**src/rtl/three_input_oc_expander_if.sv**
```systemverilog
// Count-in / serial-bit-out handshake bundle for the ones-count expander.
// The expander itself sits on the slave side.
interface three_input_oc_expander_if #(
  parameter int WIDTH = 3
);
  localparam int CW = $clog2(WIDTH + 1);

  logic [CW-1:0] cnt_in;
  logic          cnt_valid;
  logic          cnt_ready;
  logic          bit_out;
  logic          bit_valid;
  logic          bit_ready;
  logic          frame_start;
  logic          frame_end;
  logic          err_range;
  logic          busy;

  modport master (
    output cnt_in, cnt_valid, bit_ready,
    input  cnt_ready, bit_out, bit_valid, frame_start, frame_end, err_range, busy
  );

  modport slave (
    input  cnt_in, cnt_valid, bit_ready,
    output cnt_ready, bit_out, bit_valid, frame_start, frame_end, err_range, busy
  );
endinterface

```
**src/rtl/three_input_oc_expander.sv**
```systemverilog
// Expands a ones-count word into a WIDTH-bit thermometer frame (ones first),
// with a zero-bubble reload of the next count on the last bit of a frame.
module three_input_oc_expander #(
  parameter  int WIDTH = 3,
  localparam int CW    = $clog2(WIDTH + 1)
) (
  input logic                       clk,
  input logic                       rst_n,
  three_input_oc_expander_if.slave  bus
);

  localparam logic [CW-1:0] WMAX = CW'(WIDTH);
  localparam logic [CW-1:0] LAST = CW'(WIDTH - 1);

  typedef enum logic {IDLE, SHIFT} state_t;

  state_t        state, state_nxt;
  logic [CW-1:0] idx, idx_nxt;
  logic [CW-1:0] cnt_reg, cnt_nxt;
  logic          err_reg, err_nxt;
  logic          cnt_rdy;
  logic          bit_vld;
  logic          bit_val;
  logic          fstart;
  logic          fend;

  function automatic logic [CW-1:0] clamp_cnt(input logic [CW-1:0] c);
    return (c > WMAX) ? WMAX : c;
  endfunction

  function automatic logic over_range(input logic [CW-1:0] c);
    return c > WMAX;
  endfunction

  always_ff @(posedge clk or negedge rst_n) begin
    if (!rst_n) begin
      state   <= IDLE;
      idx     <= '0;
      cnt_reg <= '0;
      err_reg <= 1'b0;
    end else begin
      state   <= state_nxt;
      idx     <= idx_nxt;
      cnt_reg <= cnt_nxt;
      err_reg <= err_nxt;
    end
  end

  always_comb begin
    state_nxt = state;
    idx_nxt   = idx;
    cnt_nxt   = cnt_reg;
    err_nxt   = 1'b0;
    cnt_rdy   = 1'b0;
    bit_vld   = 1'b0;
    bit_val   = 1'b0;
    fstart    = 1'b0;
    fend      = 1'b0;
    case (state)
      IDLE: begin
        cnt_rdy = 1'b1;
        if (bus.cnt_valid) begin
          cnt_nxt   = clamp_cnt(bus.cnt_in);
          err_nxt   = over_range(bus.cnt_in);
          idx_nxt   = '0;
          state_nxt = SHIFT;
        end
      end
      SHIFT: begin
        bit_vld = 1'b1;
        bit_val = (idx < cnt_reg);
        fstart  = (idx == '0);
        fend    = (idx == LAST);
        if (bus.bit_ready) begin
          if (idx == LAST) begin
            // Last bit leaving: a waiting count is taken in the same cycle.
            cnt_rdy = 1'b1;
            idx_nxt = '0;
            if (bus.cnt_valid) begin
              cnt_nxt = clamp_cnt(bus.cnt_in);
              err_nxt = over_range(bus.cnt_in);
            end else begin
              state_nxt = IDLE;
            end
          end else begin
            idx_nxt = idx + CW'(1);
          end
        end
      end
      default: state_nxt = IDLE;
    endcase
  end

  // cnt_ready stays low while reset is held so nothing is offered as accepted.
  assign bus.cnt_ready   = rst_n & cnt_rdy;
  assign bus.bit_valid   = bit_vld;
  assign bus.bit_out     = bit_val;
  assign bus.frame_start = fstart;
  assign bus.frame_end   = fend;
  assign bus.busy        = (state == SHIFT);
  assign bus.err_range   = err_reg;

endmodule
```
**src/flat_wrapper.sv**
```systemverilog
// flat-port wrapper written by rule: the top's interface ports become plain ports
module three_input_oc_expander_flat 
#(
  parameter  int WIDTH = 3,
  localparam int CW    = $clog2(WIDTH + 1)
)
  (clk, rst_n, bus_cnt_in, bus_cnt_valid, bus_bit_ready, bus_cnt_ready, bus_bit_out, bus_bit_valid, bus_frame_start, bus_frame_end, bus_err_range, bus_busy);
  three_input_oc_expander_if #(.WIDTH(WIDTH)) bus_i ();
  input logic clk;
  input logic rst_n;
  input wire logic [$bits(bus_i.cnt_in)-1:0] bus_cnt_in;
  input wire logic [$bits(bus_i.cnt_valid)-1:0] bus_cnt_valid;
  input wire logic [$bits(bus_i.bit_ready)-1:0] bus_bit_ready;
  output wire logic [$bits(bus_i.cnt_ready)-1:0] bus_cnt_ready;
  output wire logic [$bits(bus_i.bit_out)-1:0] bus_bit_out;
  output wire logic [$bits(bus_i.bit_valid)-1:0] bus_bit_valid;
  output wire logic [$bits(bus_i.frame_start)-1:0] bus_frame_start;
  output wire logic [$bits(bus_i.frame_end)-1:0] bus_frame_end;
  output wire logic [$bits(bus_i.err_range)-1:0] bus_err_range;
  output wire logic [$bits(bus_i.busy)-1:0] bus_busy;
  assign bus_i.cnt_in = bus_cnt_in;
  assign bus_i.cnt_valid = bus_cnt_valid;
  assign bus_i.bit_ready = bus_bit_ready;
  assign bus_cnt_ready = bus_i.cnt_ready;
  assign bus_bit_out = bus_i.bit_out;
  assign bus_bit_valid = bus_i.bit_valid;
  assign bus_frame_start = bus_i.frame_start;
  assign bus_frame_end = bus_i.frame_end;
  assign bus_err_range = bus_i.err_range;
  assign bus_busy = bus_i.busy;
  three_input_oc_expander #(.WIDTH(WIDTH)) u_core (.clk(clk), .rst_n(rst_n), .bus(bus_i));
endmodule
```
**config.mk**
```make
export PLATFORM = sky130hd
export DESIGN_NAME = three_input_oc_expander_flat
export DESIGN_NICKNAME = d
export VERILOG_FILES = /design/src/rtl/three_input_oc_expander_if.sv /design/src/rtl/three_input_oc_expander.sv /design/src/flat_wrapper.sv
export SDC_FILE = /design/constraint.sdc
export NUM_CORES = 1
export LEC_CHECK = 0
export CORE_AREA = 3 3 40 42
export CTS_BUF_LIST = sky130_fd_sc_hd__clkbuf_16
export CTS_CLUSTER_SIZE = 28
export DETAILED_ROUTE_END_ITERATION = 8
export DIE_AREA = 0 0 43 45
export PLACE_DENSITY = 0.46
export SLEW_MARGIN = 20
export SYNTH_ARGS = -nofsm -noshare
export SYNTH_HDL_FRONTEND = slang
export SYNTH_SLANG_ARGS = --single-unit
```
**constraint.sdc**
```tcl
create_clock -name clk -period 1.81 [get_ports clk]
set_input_delay 0.181 -clock clk [delete_from_list [all_inputs] [get_ports clk]]
set_output_delay 0.181 -clock clk [all_outputs]
set_load 0.05 [all_outputs]
```
# Word-level counts from Yosys, hierarchy flattened
# Cells that the tools add are included.
# W data, S select, Z words.
[word_totals]
register_bits = 6
mem_bits_ro = 0
ramBits = 0
out_inout_bits = 7
mem_count = 0
latchBits = 0
[op_classes]
n_div = 0
mul = 0
eq_ne = 4
n_bitwise = 2
mux = 24
reduce_logical = 3
add_sub_neg = 1
order_cmp = 2
shifts = 0
[op_table]
columns = ["op", "count"]
rows = [
  ["$mux W2", 7],
  ["$mux W1", 12],
  ["$pmux W2 S2", 2],
  ["$ne A2 B2 Y1 const B", 3],
  ["$pmux W1 S2", 3],
  ["$reduce_and A2 Y1", 2],
  ["$add A2 B1 Y2 const B", 1],
  ["$eq A2 B2 Y1 const B", 1],
  ["$gt A2 B2 Y1 const B", 1],
  ["$logic_not A2 Y1", 1],
  ["$lt A2 B2 Y1", 1],
  ["$and A1 B1 Y1", 1],
  ["$not A1 Y1", 1],
]

# Longest topological paths before layout
# Gate-level depths: netlist of run 1.
[logic_depth]
ltp_word = 6
mapped_depth = 4
ltp_nobuf = 4

# Worst setup path after synthesis of run 1
# No wires, ideal clock.
[synth_timing]
path_type = "reg2out"
startpoint = "register u_core.state, in the netlist u_core.bus.busy"
endpoint = "output port bus_frame_end"
t_required_ns = 1.629
path_stages_with_launch = 2
arrival_ns = 1.964
setup_slack_ns = -0.335
cell_sequence = "dfrtp_1 nor3b_1"
[synth_between]
elab_chain_len = 1
[synth_lines]
columns = ["item", "line", "source"]
rows = [
  ["start: declaration", "three_input_oc_expander.sv:17", "state_t state, state_nxt;"],
  ["start signal: assignment", "three_input_oc_expander.sv:42", "state <= state_nxt;"],
  ["$mux W1", "three_input_oc_expander.sv:59", "case (state)"],
  ["end: declaration", "flat_wrapper.sv:18", "output wire logic [$bits(bus_i.frame_end)-1:0] bus_frame_end;"],
]
# Every way passes these cells.

# Worst setup path in the final report of run 1
[layout_timing]
startpoint = "register u_core.idx[1]"
endpoint = "output port bus_bit_out"
[layout_between]
elab_chain_len = 2
[layout_lines]
columns = ["item", "line", "source"]
rows = [
  ["start: declaration", "three_input_oc_expander.sv:18", "logic [CW-1:0] idx, idx_nxt;"],
  ["start signal: assignment", "three_input_oc_expander.sv:43", "idx <= idx_nxt;"],
  ["$lt A2 B2 Y1", "three_input_oc_expander.sv:71", "bit_val = (idx < cnt_reg);"],
  ["$mux W1", "three_input_oc_expander.sv:59", ""],
  ["end: declaration", "flat_wrapper.sv:15", "output wire logic [$bits(bus_i.bit_out)-1:0] bus_bit_out;"],
]
# Every way passes these cells.

==> metrics.txt, run 1 <==
status finished clean; top post-synthesis cells by area dfrtp_1 41%, mux2_1 7.5%, a22o_1 5.8%; Avg Cell Area, Syn 10.1 µm²; CTS Sinks 5; first-pass GRT wire length 993 µm; port bufs 11; Hold WC Path Type primary input to asynchronous set/reset pin; Post-Syn Instances 30; Synth Net Count 37; largest net degree at the start of global routing 11; Ant. Diodes 0; Max rail drop VDD 0.646 mV; main combinational cell family by area after synthesis simple AND/OR/NAND/NOR gates; # Post-CTS Setup Buffers 0; Setup crit start kind flop; Iteration-0 DRC Markers 2; Vias 253; Flop pwr share 18.3%; CTS Hold Buffers Added 0; Synth area leader dfrtp_1; Setup crit end kind output port; PD cells 2310 nW/µm²; Core Area 1280 µm²; clock-pin slew on the worst setup and hold paths 0.03 ns; vias in the first global route 230; Cell Area, Synth 302 µm²; Critical Path RT 1.63 ns; layout cell share with drive strength beyond 1 27.9%; Die X 43 µm; TritonCTS clock tree yes; Yosys warning count 0; most frequent cells in the layout 5 x clkdlybuf4s50_1, 5 x dfrtp_1, 4 x inv_1, 4 x buf_4, 3 x clkbuf_16; WL final 605 µm; Synth Area in Compound Gates 12.9%; Post-Synth Adder-Cell Area 4.15%; XOR/XNOR share of the synthesized area 0%; fin crit share 85.0%; final-report hold violation count 0; drt drc 0; Synth cell types 17; maxcap violations 0; Final Util 39.6%; Final Slew Violations 0; post-synthesis register bit count 5; I/O pin count 13; clk buf depth 2; Comb pwr share 51.5%; min cycle time layout 1.54 ns; Root Buffer clkbuf_16; die span in y 45 µm; vias per cell 4.36; switching portion of total power 39.4%; endpoints failing setup 0; leak pwr 0.235 nW; drt pass-1 iters 2; initial antenna violation count 0; gr ovfl total 0; Max Clock Freq 650 MHz; clock share of power 30.2%; Total GRT Usage 7.44%; R2R Path End u_core.cnt_reg[0]$_DFFE_PN0P_; P_sw 0.464 mW; later-pin clock latency in the skew report 0.23 ns; initial cell density of the core 23.5%; post-synthesis sequential area ratio 41.5%; Syn-to-layout area delta 68.9%; Num CTS Buffers 3; top-area cell type share of the netlist area 41.5%; number of cell rows 13; wire length per cell 10.4 µm; RSZ-0062 raised after global routing false; # H-tree levels 1; NumNets Final 51; worst reg2reg startpoint u_core.idx[0]$_DFFE_PN0P_; antenna-violating nets left 0; post-synthesis mux area share 11.2%; simple-gate share of the synthesized area 20.3%; Filler cells 131; largest fanout on the critical path 6; Die ar. 1940 µm²; Reg2Reg Depth 3; CTS resizes 0; Crit Path Category flop to output port; Setup TNS 0 ns; Pint 0.714 mW; Setup Skew 0.00140 ns; crit path DAT 1.36 ns; r2r setup slk 0.51 ns; RD Place Congestion 0.638
[per-stage QoR]
step | hold slack, ns | setup slack (ns) | power, mW | std cells | instance area (µm²)
2_1_floorplan | -0.115 | 0.133 | 0.603 | 30 | 307
3_3_place_gp | 0.430 | 0.318 | 0.823 | 54 | 430
3_5_place_dp | 0.443 | 0.318 | 0.830 | 54 | 430
4_1_cts | 0.204 | 0.257 | 1.19 | 58 | 509
5_1_grt | 0.227 | 0.203 | 1.24 | 58 | 509
6_report | 0.193 | 0.271 | 1.18 | 58 | 509
[power groups by stage]
stage	Clock, mW	Combinational, mW	Sequential, mW
finish	0.356	0.606	0.216
global route	0.366	0.643	0.227
CTS	0.364	0.614	0.217
detailed placement	0	0.612	0.218
global placement	0	0.607	0.216
floorplan	0	0.384	0.218
[worst max-delay path, stage by stage (launching register included)]
cell	delay, ns
dfrtp_1	0.42
ha_1	0.28
o21ai_0	0.07
and3b_1	0.22
buf_12	0.15
[Yosys cell counts]
library cell	number
conb_1	1
ha_1	1
nand3b_1	2
nor2_1	2
nor3b_1	1
mux2_1	2
mux2_2	1
buf_4	2
o21ai_0	2
a21boi_2	1
nand2_1	1
dfrtp_1	5
nand2b_1	1
and3b_1	1
inv_1	3
and2_1	2
a22o_1	2
[cell families (layout without fill, tap and decap cells)]
kind of cell    Yosys count  after routing
simple gates             10             10
compound gates            5              5
flops                     5              5
buf+inv                   5             18
mux                       3              3
fa+ha+maj                 1              1
other cells               1              1
[worst max-delay path by stage]
stage	start	depth (start not counted)	slack, ns	end
3_3_place_gp	bus_bit_ready	4	0.32	u_core.cnt_reg[1]$_DFFE_PN0P_
4_1_cts	u_core.idx[1]$_DFFE_PN0P_	4	0.26	bus_bit_out
6_report	u_core.idx[1]$_DFFE_PN0P_	4	0.27	bus_bit_out
3_5_place_dp	bus_bit_ready	4	0.32	u_core.cnt_reg[0]$_DFFE_PN0P_
5_1_grt	u_core.idx[1]$_DFFE_PN0P_	4	0.20	bus_bit_out
2_1_floorplan	u_core.bus.busy$_DFF_PN0_	1	0.13	bus_frame_end
[layer usage]
layer	vias to the layer above	global-route usage (%)	wire (µm)
li1	124	-	-
met1	118	9.49	283
met2	11	9.58	276
met3	0	1.20	45
met4	0	9.04	0
met5	-	0	0
[layout make-up]
class | instances | area, µm² | area share [%]
multi-input combinational | 20 | 155 | 30.5
sequential | 5 | 125 | 24.6
timing repair buffer | 11 | 120 | 23.6
clock buffer | 3 | 75.1 | 14.7
tap | 15 | 18.8 | 3.69
inverter | 3 | 11.3 | 2.21
clock inverter | 1 | 3.75 | 0.737
(Power assumes the default switching activity.)
==> inputs of run 2 (changes only) <==
Settings changed: GPL_TIMING_DRIVEN from default to 1.
==> results of run 2 <==
Same layout as run 1: the final DEF is identical, and so are final timing and power.
==> variant 1 (config.mk and constraints of run 1) <==
Register the output `bus.cnt_ready`, without a reset; this adds one clock of latency there.
--- a/src/rtl/three_input_oc_expander.sv
+++ b/src/rtl/three_input_oc_expander.sv
@@ -94,3 +94,5 @@
   // cnt_ready stays low while reset is held so nothing is offered as accepted.
-  assign bus.cnt_ready   = rst_n & cnt_rdy;
+  always_ff @(posedge clk) begin
+    bus.cnt_ready <= rst_n & cnt_rdy;
+  end
   assign bus.bit_valid   = bit_vld;
Formal check against the unedited RTL: not equivalent (Yosys sat finds a counterexample within 4 cycles, from zero or initial values and one cycle with rst_n low).
==> variant 1 against run 1 <==
First-iteration DRC count unchanged. Critical path depth unchanged. Register-to-register slack worse by 50 ps. Synthesized cell count up 3.3%. Critical path type unchanged. Synthesized area up 6.6%. Power up 1.9%. Worst setup slack worse by 2.4 ps. Design area up 2.0%. Global-route usage up 0.86 points. Combinational power down 2%. Sequential cell count up 1. Wire length up 5.0%.
==> variant 1: results (changes against run 1) <==
[critical_path]
reg2reg_from=u_core.idx[0]$_DFFE_PN0P_
crit_end=bus_bit_out
rrSetupSlack_ps=460  ; -50 ps
path_max_fanout=6  ; unchanged
critical_path.slowest_cell=dfrtp_1

[grt]
grt_max_degree=11  ; unchanged
grt_pass1_wl_um=1110  ; +12%
gr-usage-all-layers_pct=8.29  ; +0.86 points
first_global_vias=263  ; +14%

[sta]
slew_headroom_pct=66.6
fin_skew_ps=7.40  ; +6.01 ps
layout_min_cycle_time_ps=1540  ; +2.35 ps
hold_slack_ps=188  ; -5.11 ps

[route]
dr.first_iter.drc_count=2  ; unchanged
num_vias=265  ; +4.7%
wl_per_cell_um=10.8  ; +3.2%
firstDrtPassIters=4  ; +2
drt_wl_total_um=635  ; +5.0%

[clock_tree]
clock-sinks=6  ; +1
postCtsSetupBuffers=0  ; unchanged
path_clk_slew_ps=40
clk_latency_ps=230  ; about the same
numCtsBuffers=3  ; unchanged
clockBufferDepth=2  ; unchanged
root_buffer=clkbuf_16

[synth]
synth_cell_types=19  ; +2
seq_area_frac_synth_pct=45.1  ; +3.6 points
synth_cells=31  ; +3.3%
ys_async_sr_fraction_pct=83.3  ; -17 points
syn_nets=38  ; +2.7%
yosys_warnings=0  ; unchanged
yosys-top-cells-count=dfrtp_1, inv_1
synth_area_leaders=dfrtp_1, mux2_1, dfxtp_1, a22o_1, buf_4

[final_layout]
buffer_area_share_pct=21.2  ; -2.4 points
clk_share_pct=15.2  ; -0.30 points
drive_gt1_share_pct=25.0  ; -2.9 points
fin_nets=52  ; +2.0%
multi_input_area_um2=155  ; unchanged
seq-cell-share_pct=28.0  ; +3.4 points
regArea_um2=145  ; +16%
n_fill_cell=130  ; -0.76%

[placement]
post-place-ws_ps=269  ; -49.3 ps
placed_cell_area_um2=440  ; +2.3%
place_inst=55  ; +1.9%
place.gp.congestion=0.748  ; +17%
portBuffers=11  ; unchanged

[power]
p_total_mw=1.20  ; +1.9%
p_leak_nw=0.238  ; +1.1%
ir_worst_vdd_v=0.000801  ; +24%
p_seq_mw=0.246  ; +14%
pwr-share-comb_pct=49.6  ; -1.9 points
p_sw_share_pct=38.9  ; -0.49 points

[run_status]
outcome=completed

[hold_path]
hold_class=in -> async

[floorplanning]
tap_cells=15  ; unchanged

-- variant 1: cell count changes after synthesis --
cell     before  now
dfxtp_1       0    1
o21ai_0       2    1
o21ai_1       0    1
-- variant 1: cell families (layout without fill, tap and decap cells) --
kind of cell,count (synthesis),after routing,share of synthesized area [%]
multiplexers,3,3,10.5
flip-flops,6,6,45.1
buffers and inverters,5,18,8.17
other,1,1,1.17
adder cells (fa/ha/maj),1,1,3.89
AO/OA/AOI/OAI,5,5,12.1
AND/OR/NAND/NOR,10,10,19.1
-- variant 1: metal layers --
metal | track usage, % | share of wire, % | vias up
li1 | - | - | 126
met1 | 8.82 | 43 | 130
met2 | 12.6 | 49 | 7
met3 | 4.78 | 6.8 | 2
met4 | 5.42 | 0.94 | 0
met5 | 0 | 0 | -
-- variant 1: worst register-to-register path: stages (launching register included) --
cell and delay (ps):
dfrtp_1 440, nand3b_1 230, a21boi_2 210, mux2_1 340
==> variant 2 (flow settings as in run 1) <==
Without the edit above. `WIDTH` is set to 3 in 3 places; all go to 2.
--- a/src/rtl/three_input_oc_expander_if.sv
+++ b/src/rtl/three_input_oc_expander_if.sv
@@ -3,3 +3,3 @@
 interface three_input_oc_expander_if #(
-  parameter int WIDTH = 3
+  parameter int WIDTH = 2
 );
--- a/src/rtl/three_input_oc_expander.sv
+++ b/src/rtl/three_input_oc_expander.sv
@@ -3,3 +3,3 @@
 module three_input_oc_expander #(
-  parameter  int WIDTH = 3,
+  parameter  int WIDTH = 2,
   localparam int CW    = $clog2(WIDTH + 1)
--- a/src/flat_wrapper.sv
+++ b/src/flat_wrapper.sv
@@ -3,3 +3,3 @@
 #(
-  parameter  int WIDTH = 3,
+  parameter  int WIDTH = 2,
   localparam int CW    = $clog2(WIDTH + 1)
Check against the original RTL: not equivalent (a bounded check fails within 4 cycles, from zero or initial values and one cycle with rst_n low).
==> variant 2 against run 1 <==
Power down 10%. Clock skew about the same. Cell count rose by 1.7%. Sequential power increased by 2%. Core utilization increased by 2.8 points. Wire length rose by 15%. Design area up 7.1%. Synthesized area up 5.0%. Sequential cell count up 1. Worst setup slack improved by 16 ps. Die area stayed put. Synthesized cell count down 3.3%. Critical path type unchanged. Largest power group unchanged.
==> variant 2: results (changes against run 1) <==
[run_status]
outcome=completed

[critical_path]
timing.rr.end=u_core.cnt_reg[1]$_DFFE_PN0P_
rrSetupSlack_ps=480  ; -30 ps
path_max_fanout=5  ; -1

[final_layout]
drive_gt1_share_pct=29.5  ; +1.6 points
n_fill_cell=119  ; -9.2%
fin_nets=53  ; +3.9%
synthToLayoutAreaGrowth_pct=72.3

[synth]
synth_xor_area_share_pct=2.77  ; +2.8 points
synth_fa_ha_area_share_pct=3.95  ; -0.20 points
syn_nets=36  ; -2.7%
synth_mux_area_share_pct=6.72  ; -4.5 points
seq_area_frac_synth_pct=47.4  ; +5.9 points
synth_cell_types=20  ; +3
avgSynthCellArea_um2=10.9  ; +8.6%
synth_area_leaders=dfrtp_1, and3b_1, ha_1, nand2b_1, a21boi_2

[grt]
gr-usage-all-layers_pct=9.21  ; +1.8 points
grt.met3_usage_pct=5.58  ; +4.4 points
use_met1_pct=9.31  ; -0.18 points
grt_pass1_wl_um=1280  ; +28%
first_global_vias=288  ; +25%
gr-usage-met2_pct=14.7  ; +5.1 points

[placement]
placed_cell_area_um2=470  ; +9.3%
place_inst=56  ; +3.7%
place.gp.congestion=0.646  ; +1.2%

[route]
dr.first_iter.drc_count=4  ; +2
drt_wl_total_um=693  ; +15%
dr_wl_met2_um=329  ; +19%
wl_met3_um=66  ; +47%
num_vias=257  ; +1.6%
wl_met1_um=297  ; +4.9%
wl_per_cell_um=11.7  ; +13%

[sta]
hold_slack_ps=255  ; +62.7 ps
fin_skew_ps=1.80  ; +0.400 ps

[power]
p_total_mw=1.06  ; -10%
combinationalPower_mw=0.482  ; -20%
switchingPower_mw=0.400  ; -14%

[variant 2: logic make-up after synthesis]
kind of cell / after synthesis
compound gates: 4
fa+ha+maj: 1
mux: 2
buf+inv: 3
simple gates: 12
xor+xnor: 1
flops: 6
[variant 2: worst max-delay path by stage]
stage,slack [ps],endpoint,depth (start not counted)
after global routing,200,bus_bit_out,4
after floorplan,130,bus_frame_start,1
after CTS,280,bus_bit_out,4
final,290,bus_bit_out,4
after detailed placement,280,u_core.cnt_reg[1]$_DFFE_PN0P_,4
after global placement,310,u_core.cnt_reg[1]$_DFFE_PN0P_,4
[variant 2: final cells by class]
| cell class | instances | share of cell area, % |
|---|---|---|
| flip-flops and latches | 6 | 27.5 |
| well taps | 15 | 3.44 |
| clock buffers | 3 | 13.8 |
| repair buffers | 13 | 25.2 |
| inverters | 2 | 1.38 |
| multi-input cells | 20 | 28.7 |
[variant 2: worst max-delay path, stage by stage, from the launching register on]
cell     delay (ps)
dfrtp_1         410
ha_1            280
o21ai_0          60
and3b_1         220
buf_12          140
